File: config.mk
export PLATFORM = sky130hd
export DESIGN_NAME = riscv_mem_arb
export DESIGN_NICKNAME = d
export VERILOG_FILES = /design/src/rtl/riscv_mem_arb_pkg.sv /design/src/rtl/riscv_mem_arb_sel.sv /design/src/rtl/riscv_mem_arb.sv
export SDC_FILE = /design/constraint.sdc
export NUM_CORES = 1
export LEC_CHECK = 0
export ABC_AREA = 1
export ABC_CLOCK_PERIOD_IN_PS = 2000
export CAP_MARGIN = 20
export CORE_MARGIN = 1.5
export CORE_UTILIZATION = 42
export CTS_BUF_LIST = sky130_fd_sc_hd__clkbuf_8
export CTS_CLUSTER_SIZE = 28
export DETAILED_ROUTE_END_ITERATION = 10
export PLACE_DENSITY = 0.79
export SKIP_CTS_REPAIR_TIMING = 1
export SYNTH_ARGS = -nofsm -noshare
export SYNTH_HDL_FRONTEND = slang
export SYNTH_SLANG_ARGS = --single-unit
File: constraint.sdc
create_clock -name clk -period 2 [get_ports clk]
set_input_delay 0.4 -clock clk [delete_from_list [all_inputs] [get_ports clk]]
set_output_delay 0.4 -clock clk [all_outputs]
set_load 0.02 [all_outputs]
File: src/rtl/riscv_mem_arb_pkg.sv
// Shared encodings and helpers for the memory-port arbiter.
package riscv_mem_arb_pkg;

    localparam logic [1:0] ST_IDLE  = 2'd0;
    localparam logic [1:0] ST_ISSUE = 2'd1;
    localparam logic [1:0] ST_WAIT  = 2'd2;

    localparam logic OWN_IF = 1'b0;
    localparam logic OWN_LS = 1'b1;

    // A fetch is always a full-word read.
    localparam logic [3:0] FETCH_BE = 4'hF;

    // Request as latched on acceptance and replayed onto the bus.
    typedef struct packed {
        logic [31:0] addr;
        logic [31:0] wdata;
        logic        we;
        logic [3:0]  be;
        logic        owner;
    } bus_req_t;

    // Bits needed to hold values 0..max_val (never less than one bit).
    function automatic int cnt_w(input int max_val);
        return (max_val < 2) ? 1 : $clog2(max_val + 1);
    endfunction

endpackage

File: src/rtl/riscv_mem_arb_sel.sv
// Winner selection between fetch and load/store, with an anti-starvation
// count that lets a waiting fetch through after STARVE_MAX back-to-back
// load/store grants.
module riscv_mem_arb_sel
    import riscv_mem_arb_pkg::*;
#(
    parameter int STARVE_MAX = 4
) (
    input  logic clk,
    input  logic rst,
    input  logic if_rdy,
    input  logic ls_rdy,
    input  logic grant_en,
    output logic if_win,
    output logic ls_win
);

    localparam int SW = cnt_w(STARVE_MAX);
    localparam logic [SW-1:0] STARVE_LIM = SW'(STARVE_MAX);

    logic [SW-1:0] starve_cnt_q, starve_cnt_d;
    logic          if_forced;

    // Load/store wins ties unless fetch has waited through STARVE_MAX grants.
    always_comb begin
        if_forced = (STARVE_MAX != 0) && (starve_cnt_q == STARVE_LIM);
        if_win    = if_rdy && (!ls_rdy || if_forced);
        ls_win    = ls_rdy && !if_win;
    end

    // Count load/store grants taken while fetch waited; saturate at the limit.
    always_comb begin
        starve_cnt_d = starve_cnt_q;
        if (grant_en) begin
            if (if_win) begin
                starve_cnt_d = '0;
            end else if (ls_win) begin
                if (!if_rdy) begin
                    starve_cnt_d = '0;
                end else if (starve_cnt_q != STARVE_LIM) begin
                    starve_cnt_d = starve_cnt_q + 1'b1;
                end
            end
        end
    end

    // Starvation counter register.
    always_ff @(posedge clk) begin
        if (rst) begin
            starve_cnt_q <= '0;
        end else begin
            starve_cnt_q <= starve_cnt_d;
        end
    end

endmodule

File: src/rtl/riscv_mem_arb.sv
// Shared memory port arbiter: grants fetch or load/store, runs one bus
// transaction at a time and returns a registered response pulse to its owner.
//
//   state    | meaning
//   ---------+-----------------------------------------------------------
//   ST_IDLE  | no transaction; winner is acked and its request latched
//   ST_ISSUE | bus_rdy high with latched request, waiting for bus_ack
//   ST_WAIT  | request accepted by the bus, waiting for bus_resp_rdy
//
// ISSUE and WAIT share one timeout counter; expiry returns to IDLE with an
// error response unless a completion lands in the same cycle.
module riscv_mem_arb
    import riscv_mem_arb_pkg::*;
#(
    parameter int STARVE_MAX = 4,
    parameter int TIMEOUT    = 64
) (
    input  logic        clk,
    input  logic        rst,
    input  logic        if_rdy,
    output logic        if_ack,
    input  logic [31:0] if_addr,
    output logic        if_resp_rdy,
    output logic [31:0] if_resp_data,
    output logic        if_resp_err,
    input  logic        ls_rdy,
    output logic        ls_ack,
    input  logic [31:0] ls_addr,
    input  logic [31:0] ls_wdata,
    input  logic        ls_we,
    input  logic [3:0]  ls_be,
    output logic        ls_resp_rdy,
    output logic [31:0] ls_resp_data,
    output logic        ls_resp_err,
    output logic        bus_rdy,
    input  logic        bus_ack,
    output logic [31:0] bus_addr,
    output logic [31:0] bus_wdata,
    output logic        bus_we,
    output logic [3:0]  bus_be,
    input  logic        bus_resp_rdy,
    input  logic [31:0] bus_resp_data
);

    localparam int TW = cnt_w(TIMEOUT - 1);
    localparam logic [TW-1:0] TCNT_LAST = TW'(TIMEOUT - 1);

    logic [1:0]    state_q, state_d;
    bus_req_t      req_q, req_d;
    logic [TW-1:0] tcnt_q, tcnt_d;
    logic          if_resp_rdy_q, if_resp_rdy_d;
    logic          ls_resp_rdy_q, ls_resp_rdy_d;
    logic [31:0]   resp_data_q, resp_data_d;
    logic          resp_err_q, resp_err_d;
    logic          grant_en, if_win, ls_win;
    logic          complete, expire;

    assign grant_en = (state_q == ST_IDLE);
    assign if_ack   = grant_en & if_win;
    assign ls_ack   = grant_en & ls_win;

    riscv_mem_arb_sel #(
        .STARVE_MAX (STARVE_MAX)
    ) u_sel (
        .clk      (clk),
        .rst      (rst),
        .if_rdy   (if_rdy),
        .ls_rdy   (ls_rdy),
        .grant_en (grant_en),
        .if_win   (if_win),
        .ls_win   (ls_win)
    );

    assign bus_rdy   = (state_q == ST_ISSUE);
    assign bus_addr  = req_q.addr;
    assign bus_wdata = req_q.wdata;
    assign bus_we    = req_q.we;
    assign bus_be    = req_q.be;

    // Response data/err are only visible to the owner during its pulse.
    assign if_resp_rdy  = if_resp_rdy_q;
    assign if_resp_data = if_resp_rdy_q ? resp_data_q : '0;
    assign if_resp_err  = if_resp_rdy_q & resp_err_q;
    assign ls_resp_rdy  = ls_resp_rdy_q;
    assign ls_resp_data = ls_resp_rdy_q ? resp_data_q : '0;
    assign ls_resp_err  = ls_resp_rdy_q & resp_err_q;

    // Sequencer: latch on grant, drive the bus, finish on response or timeout.
    always_comb begin
        state_d       = state_q;
        req_d         = req_q;
        tcnt_d        = tcnt_q;
        if_resp_rdy_d = 1'b0;
        ls_resp_rdy_d = 1'b0;
        resp_data_d   = '0;
        resp_err_d    = 1'b0;
        complete      = 1'b0;
        expire        = 1'b0;

        case (state_q)
            ST_IDLE: begin
                if (if_win) begin
                    req_d   = '{addr: if_addr, wdata: 32'h0, we: 1'b0,
                                be: FETCH_BE, owner: OWN_IF};
                    state_d = ST_ISSUE;
                    tcnt_d  = '0;
                end else if (ls_win) begin
                    req_d   = '{addr: ls_addr, wdata: ls_wdata, we: ls_we,
                                be: ls_be, owner: OWN_LS};
                    state_d = ST_ISSUE;
                    tcnt_d  = '0;
                end
            end
            ST_ISSUE: begin
                complete = bus_ack && bus_resp_rdy;
                if (bus_ack && !bus_resp_rdy) begin
                    state_d = ST_WAIT;
                end
            end
            ST_WAIT: begin
                complete = bus_resp_rdy;
            end
            default: begin
                state_d = ST_IDLE;
            end
        endcase

        if (state_q == ST_ISSUE || state_q == ST_WAIT) begin
            tcnt_d = tcnt_q + 1'b1;
            expire = !complete && (tcnt_q == TCNT_LAST);
            if (complete || expire) begin
                state_d       = ST_IDLE;
                if_resp_rdy_d = (req_q.owner == OWN_IF);
                ls_resp_rdy_d = (req_q.owner == OWN_LS);
                resp_err_d    = expire;
                resp_data_d   = (complete && !req_q.we) ? bus_resp_data : 32'h0;
            end
        end
    end

    // State, latched request, timer and response registers.
    always_ff @(posedge clk) begin
        if (rst) begin
            state_q       <= ST_IDLE;
            req_q         <= '0;
            tcnt_q        <= '0;
            if_resp_rdy_q <= 1'b0;
            ls_resp_rdy_q <= 1'b0;
            resp_data_q   <= '0;
            resp_err_q    <= 1'b0;
        end else begin
            state_q       <= state_d;
            req_q         <= req_d;
            tcnt_q        <= tcnt_d;
            if_resp_rdy_q <= if_resp_rdy_d;
            ls_resp_rdy_q <= ls_resp_rdy_d;
            resp_data_q   <= resp_data_d;
            resp_err_q    <= resp_err_d;
        end
    end

endmodule

==> impl_metrics.tcl <==
set metrics [dict create \
    p_leak_nw 5.56 \
    cp-end-kind "output port" \
    setup-violations-final 0 \
    outcome "complete, no violations" \
    routedWlPerCell_um 12.5 \
    share_seq_of_total_power_pct 36.0 \
    drt_wl_total_um 15800 \
    portBuffers 278 \
    drv_slew 0 \
    hold_viol 0 \
    finClkSkew_ns 0.00911 \
    cts_buffer_depth 2 \
    via_count 5548 \
    power_density_nw_per_um2 946 \
    track_usage_pct 21.7 \
    power_frac_comb_pct 39.2 \
    clockRootBuffer "clkbuf_8" \
    place_congestion 0.784 \
    die_w_um 118 \
    holdWs_ns 0.246 \
    clock_sinks 116 \
    synth.ff_latch_count 116 \
    synth_cell_type_count 18 \
    synth_seq_area_share_pct 41.5 \
    hold_path_class "in -> reg" \
    clkLatencyLatePin_ns 0.43 \
    synthCells 861 \
    grt_pass1_wl_um 23900 \
    vias_per_cell 4.40 \
    grt_max_degree 71 \
    busiest_layer "met2" \
    die-height_um 118 \
    drt_iter0_markers 215 \
    ctsHtreeMaxLevel 4 \
    first_pass_iters 7 \
    area_growth_pct 54.7 \
    grt_util_met3_pct 8.16 \
    criticalPathCategory "reg -> out" \
    clk_pin_slew_ns 0.07 \
    fmax_mhz 525 \
    antenna_found_initial 2 \
    cp-start-kind "register" \
    maxCapViolations 0 \
    vdd_drop_max_mv 0.536 \
    cp.required_ns 1.60 \
    fin_tns_setup_ns 0 \
    arrival_ns 1.50 \
    grt-ovfl-total 0 \
    crit_fanout 2 \
    synth_nets 1007 \
    synth_area_um2 5600 \
    dp_hpwl_um 11200 \
    fill_cells 1136 \
    antenna_left 0 \
    dieArea_um2 14000 \
    rsz0062_at_grt "true" \
    fin_nets 1217 \
    cts_tree "done" \
    use_met2_pct 38.2 \
    slew_headroom_pct 53.5 \
    grt_pass1_vias 4991 \
    drc 0 \
    ios 279 \
    fin_crit_sh_pct 95.2 \
    placeableCoreArea_um2 13100 \
    power_frac_clock_pct 24.8 \
    switchingPower_mw 2.98 \
    yosys_warnings 0 \
    fin_crit_ns 1.90 \
    placementRows 42 \
    p_int_mw 5.22 \
    layout-drive-gt1-share_pct 6.09 \
    syn_area_per_cell_um2 6.51 \
    worst_pin_slew_ns 0.698 \
    use_met1_pct 23.0 \
    numCtsBuffers 17 \
    start_util_pct 42.6 \
    swShare_pct 36.4 \
]
[worst max-delay path, cell delays in order, from the launching register on]
cell,delay [ns]
dfxtp_1,0.31
inv_1,0.07
ha_2,0.19
inv_2,0.06
nor2_4,0.12
inv_2,0.06
nor2_4,0.13
buf_6,0.14
[synthesized netlist by cell type, drive strengths merged]
| library cell | number | area, µm² |
|---|---|---|
| clkbuf | 23 | 86.3 |
| nor3 | 1 | 5.00 |
| nand2 | 260 | 976 |
| nor2 | 120 | 468 |
| dfxtp | 116 | 2320 |
| o21ai | 9 | 45.0 |
| xnor2 | 1 | 8.76 |
| ha | 7 | 87.6 |
| buf | 84 | 591 |
| nand3 | 41 | 205 |
| nand4 | 2 | 12.5 |
| a21oi | 44 | 220 |
| inv | 153 | 574 |
[power groups by stage]
stage	combinational (mW)	sequential (mW)	clock [mW]
6_report	3.22	2.95	2.03
4_1_cts	3.24	2.95	2.09
5_1_grt	3.56	3.00	2.19
3_3_place_gp	3.20	2.98	0
2_1_floorplan	2.32	2.95	0
3_5_place_dp	3.22	3.00	0
[path summary, 6_finish.rpt]
check,from,end,slack [ns],cells after the start
setup / recovery,state_q[0],ls_ack,0.1,7
hold reg to reg,bus_wdata[5],bus_wdata[5],0.46,2
hold / removal,rst,resp_err_q,0.25,2
setup reg to reg,state_q[0],bus_be[2],0.23,10
[registers in the layout, indices dropped and copies added (netlist names), 2 cells and up]
name / count
bus_wdata: 32
bus_addr: 32
state_q: 2
resp_data_q: 32
tcnt_q: 6
bus_be: 4
u_sel.starve_cnt_q: 3
[layer usage]
layer,up-vias,wire [µm]
met5,-,0
li1,2864,-
met4,0,448
met3,31,1360
met1,2435,6170
met2,218,7780
[per-stage QoR]
step	power, mW	setup slack [ns]	util (%)	instance area [µm²]	std cells
3_3_place_gp	6.18	-0.305	61.6	8100	1228
2_1_floorplan	5.27	0.335	-	5600	861
3_5_place_dp	6.21	-0.326	61.6	8100	1228
4_1_cts	8.28	-0.491	64.6	8480	1260
5_1_grt	8.75	0.00248	66.0	8670	1262
6_report	8.20	0.0950	66.0	8670	1262
[placed cells by master (no fill, tap or decap), types with 9 or more instances in the layout]
cell | synthesis | layout
nand2_1 | 260 | 259
clkdlybuf4s50_1 | 0 | 206
inv_1 | 151 | 150
nor2_1 | 117 | 116
dfxtp_1 | 116 | 115
dlymetal6s2s_1 | 0 | 69
a21oi_1 | 44 | 44
nand3_1 | 41 | 41
clkbuf_8 | 0 | 20
buf_4 | 71 | 19
o21ai_0 | 9 | 9
[area by class of cell]
cell class	instances	area, µm²	area share (%)
multi-input cells	485	2040	23.5
clock buffers	20	275	3.18
diodes	2	5.00	0.0577
clock inverters	12	108	1.24
well taps	176	220	2.54
repair buffers	298	3120	36.0
inverters	153	574	6.63
flip-flops and latches	116	2320	26.8
[kinds of logic after synthesis]
logic type / synth area share [%]
xor gates and xnor gates: 0.156
buffers and inverters: 22.3
AOI/OAI and AO/OA: 4.74
DFF: 41.5
and+or+nand+nor: 29.8
adders and majority gates: 1.56
Power figures use the tool's default switching activity.
==> patch 1: new RTL, config.mk and constraints unchanged <==
Register the outputs `if_resp_err` and `ls_resp_err`, with the module's reset; this adds one clock of latency there. The other outputs are not delayed to match.
--- a/src/rtl/riscv_mem_arb.sv
+++ b/src/rtl/riscv_mem_arb.sv
@@ -82,6 +82,13 @@
     assign if_resp_data = if_resp_rdy_q ? resp_data_q : '0;
-    assign if_resp_err  = if_resp_rdy_q & resp_err_q;
     assign ls_resp_rdy  = ls_resp_rdy_q;
     assign ls_resp_data = ls_resp_rdy_q ? resp_data_q : '0;
-    assign ls_resp_err  = ls_resp_rdy_q & resp_err_q;
+    always_ff @(posedge clk) begin
+        if (rst) begin
+            if_resp_err <= '0;
+            ls_resp_err <= '0;
+        end else begin
+            if_resp_err <= if_resp_rdy_q & resp_err_q;
+            ls_resp_err <= ls_resp_rdy_q & resp_err_q;
+        end
+    end
 
Function: no difference found for any inputs over 4 cycles, from zero or initial values and one cycle with rst high; that may be too few to reach the edited logic, so the function may still have changed.
==> patch 1 against the unedited design <==
  * Worst setup slack got worse by 0.0094 ns
  * Critical path depth rose by 1
  * Power rose by 1.2%
  * Sequential power rose by 1%
  * Final area rose by 0.68%
  * Non-clock buffer count rose by 3
  * Core utilization rose by 0.18 points
  * Sequential cell count rose by 2
  * First-iteration DRC count rose by 43%
  * Maximum frequency fell by 0.49%
  * Synthesized area rose by 1.1%
  * Die area rose by 1.0%
  * Wire length fell by 3.7%
  * Largest cell class unchanged
  * Highest routed layer unchanged
==> patch 1: results (changes against the unedited design) <==
leakage 5.60 nW (+0.66%); P_int 5.36 mW (+2.8%); met2 global-route usage 37.5% (-0.65 points); reg-to-reg critical path startpoint state_q[1]; Synth area leaders dfxtp_1 (42%), nand2_1 (17%), inv_1 (9.8%), buf_4 (9.0%), nor2_1 (8.2%); Logic power comb 3.33 mW (+3%); sequential cell area fraction in the yosys report 41.7% (+0.27 points); placed cell area 0.00819 mm^2 (+1.2%); GRT met1 Usage 23.9% (+0.95 points); status completed; met2 routed WL 7.35 mm (-5.6%); met3 WL post-DR 1.46 mm (+6.8%); Syn Area/Cell 6.56 um^2 (+0.84%); Fill cells 1174 (+3.3%); FF-to-FF End bus_wdata[8]; crit path max-delay cell type dfxtp_2; Routability Congestion 0.853 (+8.9%); initial drt markers 308 (+43%); Clock Skews 0.00804 ns (-0.00107 ns); placed cell count 1234 (+0.49%); largest net degree at the start of global routing 58 (-18%); vias after detailed routing 5562 (+0.25%); final wirelength 15.2 mm (-3.7%); CP max FO 3 (+1); Fmax 0.522 GHz (-0.49%); hpwl dp 11.1 mm (-0.51%); net switching power 2.94 mW (-1.5%); Synth cell types 22 (+4)
patch 1: cell types whose count changed after synthesis, moves of 3 or more:
cell	delta
a21oi_1	-4
buf_2	+3
buf_4	-3
buf_6	+3
clkbuf_1	-3
inv_1	-3
nor2_1	+7
patch 1: logic make-up after synthesis:
logic type | Yosys count | share of synthesized area (%)
DFF | 118 | 41.7
and+or+nand+nor | 431 | 30.0
adders and majority gates | 7 | 1.55
buffers and inverters | 256 | 22.1
AOI/OAI and AO/OA | 50 | 4.46
xor gates and xnor gates | 1 | 0.155
patch 1: final cells by class:
cell class / instances / share of cell area (%)
timing repair buffer: 301 / 36.2
sequential: 118 / 27.1
multi-input combinational: 489 / 23.5
inverter: 150 / 6.48
clock buffer: 22 / 3.47
tap: 176 / 2.52
clock inverter: 7 / 0.645
==> patch 2: new RTL, config.mk and constraints unchanged <==
Made on the original files. `STARVE_MAX` is set to 4 in 2 places; all go to 2.
--- a/src/rtl/riscv_mem_arb_sel.sv
+++ b/src/rtl/riscv_mem_arb_sel.sv
@@ -6,3 +6,3 @@
 #(
-    parameter int STARVE_MAX = 4
+    parameter int STARVE_MAX = 2
 ) (
--- a/src/rtl/riscv_mem_arb.sv
+++ b/src/rtl/riscv_mem_arb.sv
@@ -14,3 +14,3 @@
 #(
-    parameter int STARVE_MAX = 4,
+    parameter int STARVE_MAX = 2,
     parameter int TIMEOUT    = 64
Function: changed (Yosys sat finds a counterexample within 10 cycles, from zero or initial values and one cycle with rst high).
==> patch 2 against the unedited design <==
  * Worst setup slack gained 0.011 ns
  * Die area is essentially flat
  * Register-to-register slack lost 0.04 ns
  * Final area grew 0.10%
  * Sequential share of layout area shrank 0.27 points
  * Wire length grew 5.6%
  * Maximum frequency grew 0.59%
  * Sequential power shrank 1%
  * Power grew 4.2%
  * Sequential cell count shrank 1
  * Clock power grew 13%
  * Combinational power grew 4%
  * Synthesized area is essentially flat
  * Largest power group unchanged
==> patch 2: results (changes against the unedited design) <==
Clock Latency Late Sink between 0.4 and 0.5 ns; Mapped Area 0.00560 mm^2 (about the same); clk slew on worst S/H paths 0.06 ns; slowest stage delay, CP 0.31 ns (about the same); hold_sp rst; crit path DAT 1.49 ns; GRT Total Usage 23.0% (+1.3 points); initial antenna violation count 1 (-1); largest net degree at the start of global routing 70 (-1.4%); Placement Setup Slack -0.306 ns (+0.0207 ns); Routability Congestion 0.815 (+4.0%); DR vias/cell 4.44 (+0.99%); final wirelength 16.7 mm (+5.6%); fin nets 1208 (-0.74%); Max Transition Viols Final 0 (unchanged); DR pass1 iterations 4 (-3); crit path max-delay cell type dfxtp_1; CP top delay family simple AND/OR/NAND/NOR gates; M1 wire length 6.40 mm (+3.6%); met2 routed WL 8.17 mm (+4.9%); Syn Area/Cell 6.55 um^2 (+0.63%); met3 WL post-DR 1.50 mm (+10%); syn nets 1000 (-0.70%); first-pass GRT wire length 25.4 mm (+6.3%); most frequent cells after synthesis nand2_1 (250), inv_1 (149), nor2_1 (125), dfxtp_1 (115), buf_4 (72); initial drt markers 271 (+26%); Synth area leaders dfxtp_1 (41%), nand2_1 (17%), inv_1 (10%), buf_4 (9.7%), nor2_1 (8.4%); Peak VDD IR 692 uV (+29%); share of cells above drive strength 1 5.86% (-0.23 points); Async S/R FF share, synth 0% (unchanged); hpwl dp 11.6 mm (+4.2%); vias in the first global route 5255 (+5.3%); Routed WL per cell 13.3 um (+6.7%); sequential cell area fraction in the yosys report 41.1% (-0.33 points); CP max FO 3 (+1); Synth cell types 19 (+1); Worst Setup SP u_sel.starve_cnt_q[0]; Clock Skews 0.0105 ns (+0.00140 ns); Slew Limit Headroom 72.6% (+19 points); status completed; leakage 5.58 nW (+0.32%)
## patch 2: layer usage
| metal | GRT usage, % | vias to the layer above |
|---|---|---|
| li1 | - | 2846 |
| met1 | 23.5 | 2442 |
| met2 | 40.3 | 220 |
| met3 | 9.60 | 37 |
| met4 | 11.3 | 0 |
| met5 | 0 | - |
## patch 2: worst min-delay path, delay by kind of cell
kind / cells / cell delay (ns)
buf+inv: 2 / 0.18
compound gates: 2 / 0.14
## patch 2: area by class of cell
type                            count  area, um^2
Fill cell                        1066        4150
Timing Repair Buffer              296        3150
Antenna cell                        1        2.50
Clock inverter                     15         189
Clock buffer                       17         234
Sequential cell                   115        2300
Tap cell                          172         215
Multi-Input combinational cell    481        2010
Inverter                          152         571
## patch 2: report_power, final
part           internal, mW  switching, mW  leakage [nW]
logic                  1.48           1.86          4.43
clock network          1.34          0.949         0.207
registers              2.70          0.209         0.942
total                  5.53           3.02          5.58
## patch 2: final timing paths
check | to | slack [ns] | cells after the start
setup / recovery | ls_ack | 0.11 | 6
hold / removal | u_sel.starve_cnt_q[0] | 0.34 | 4
setup reg to reg | bus_be[3] | 0.19 | 9
hold reg to reg | bus_wdata[2] | 0.46 | 2
## patch 2: cell families after synthesis
family	Yosys count	share of synthesized area [%]
AOI/OAI and AO/OA	51	4.56
adders and majority gates	6	1.34
buffers and inverters	259	23.1
DFF	115	41.1
and+or+nand+nor	424	29.9
## patch 2: metrics by stage
| step | instance area [um^2] | TNS (ns) |
|---|---|---|
| after floorplan | 5600 | 0 |
| after global placement | 8070 | -8.21 |
| after detailed placement | 8070 | -10.35 |
| after CTS | 8490 | -10.60 |
| after global routing | 8680 | 0 |
| final | 8680 | 0 |
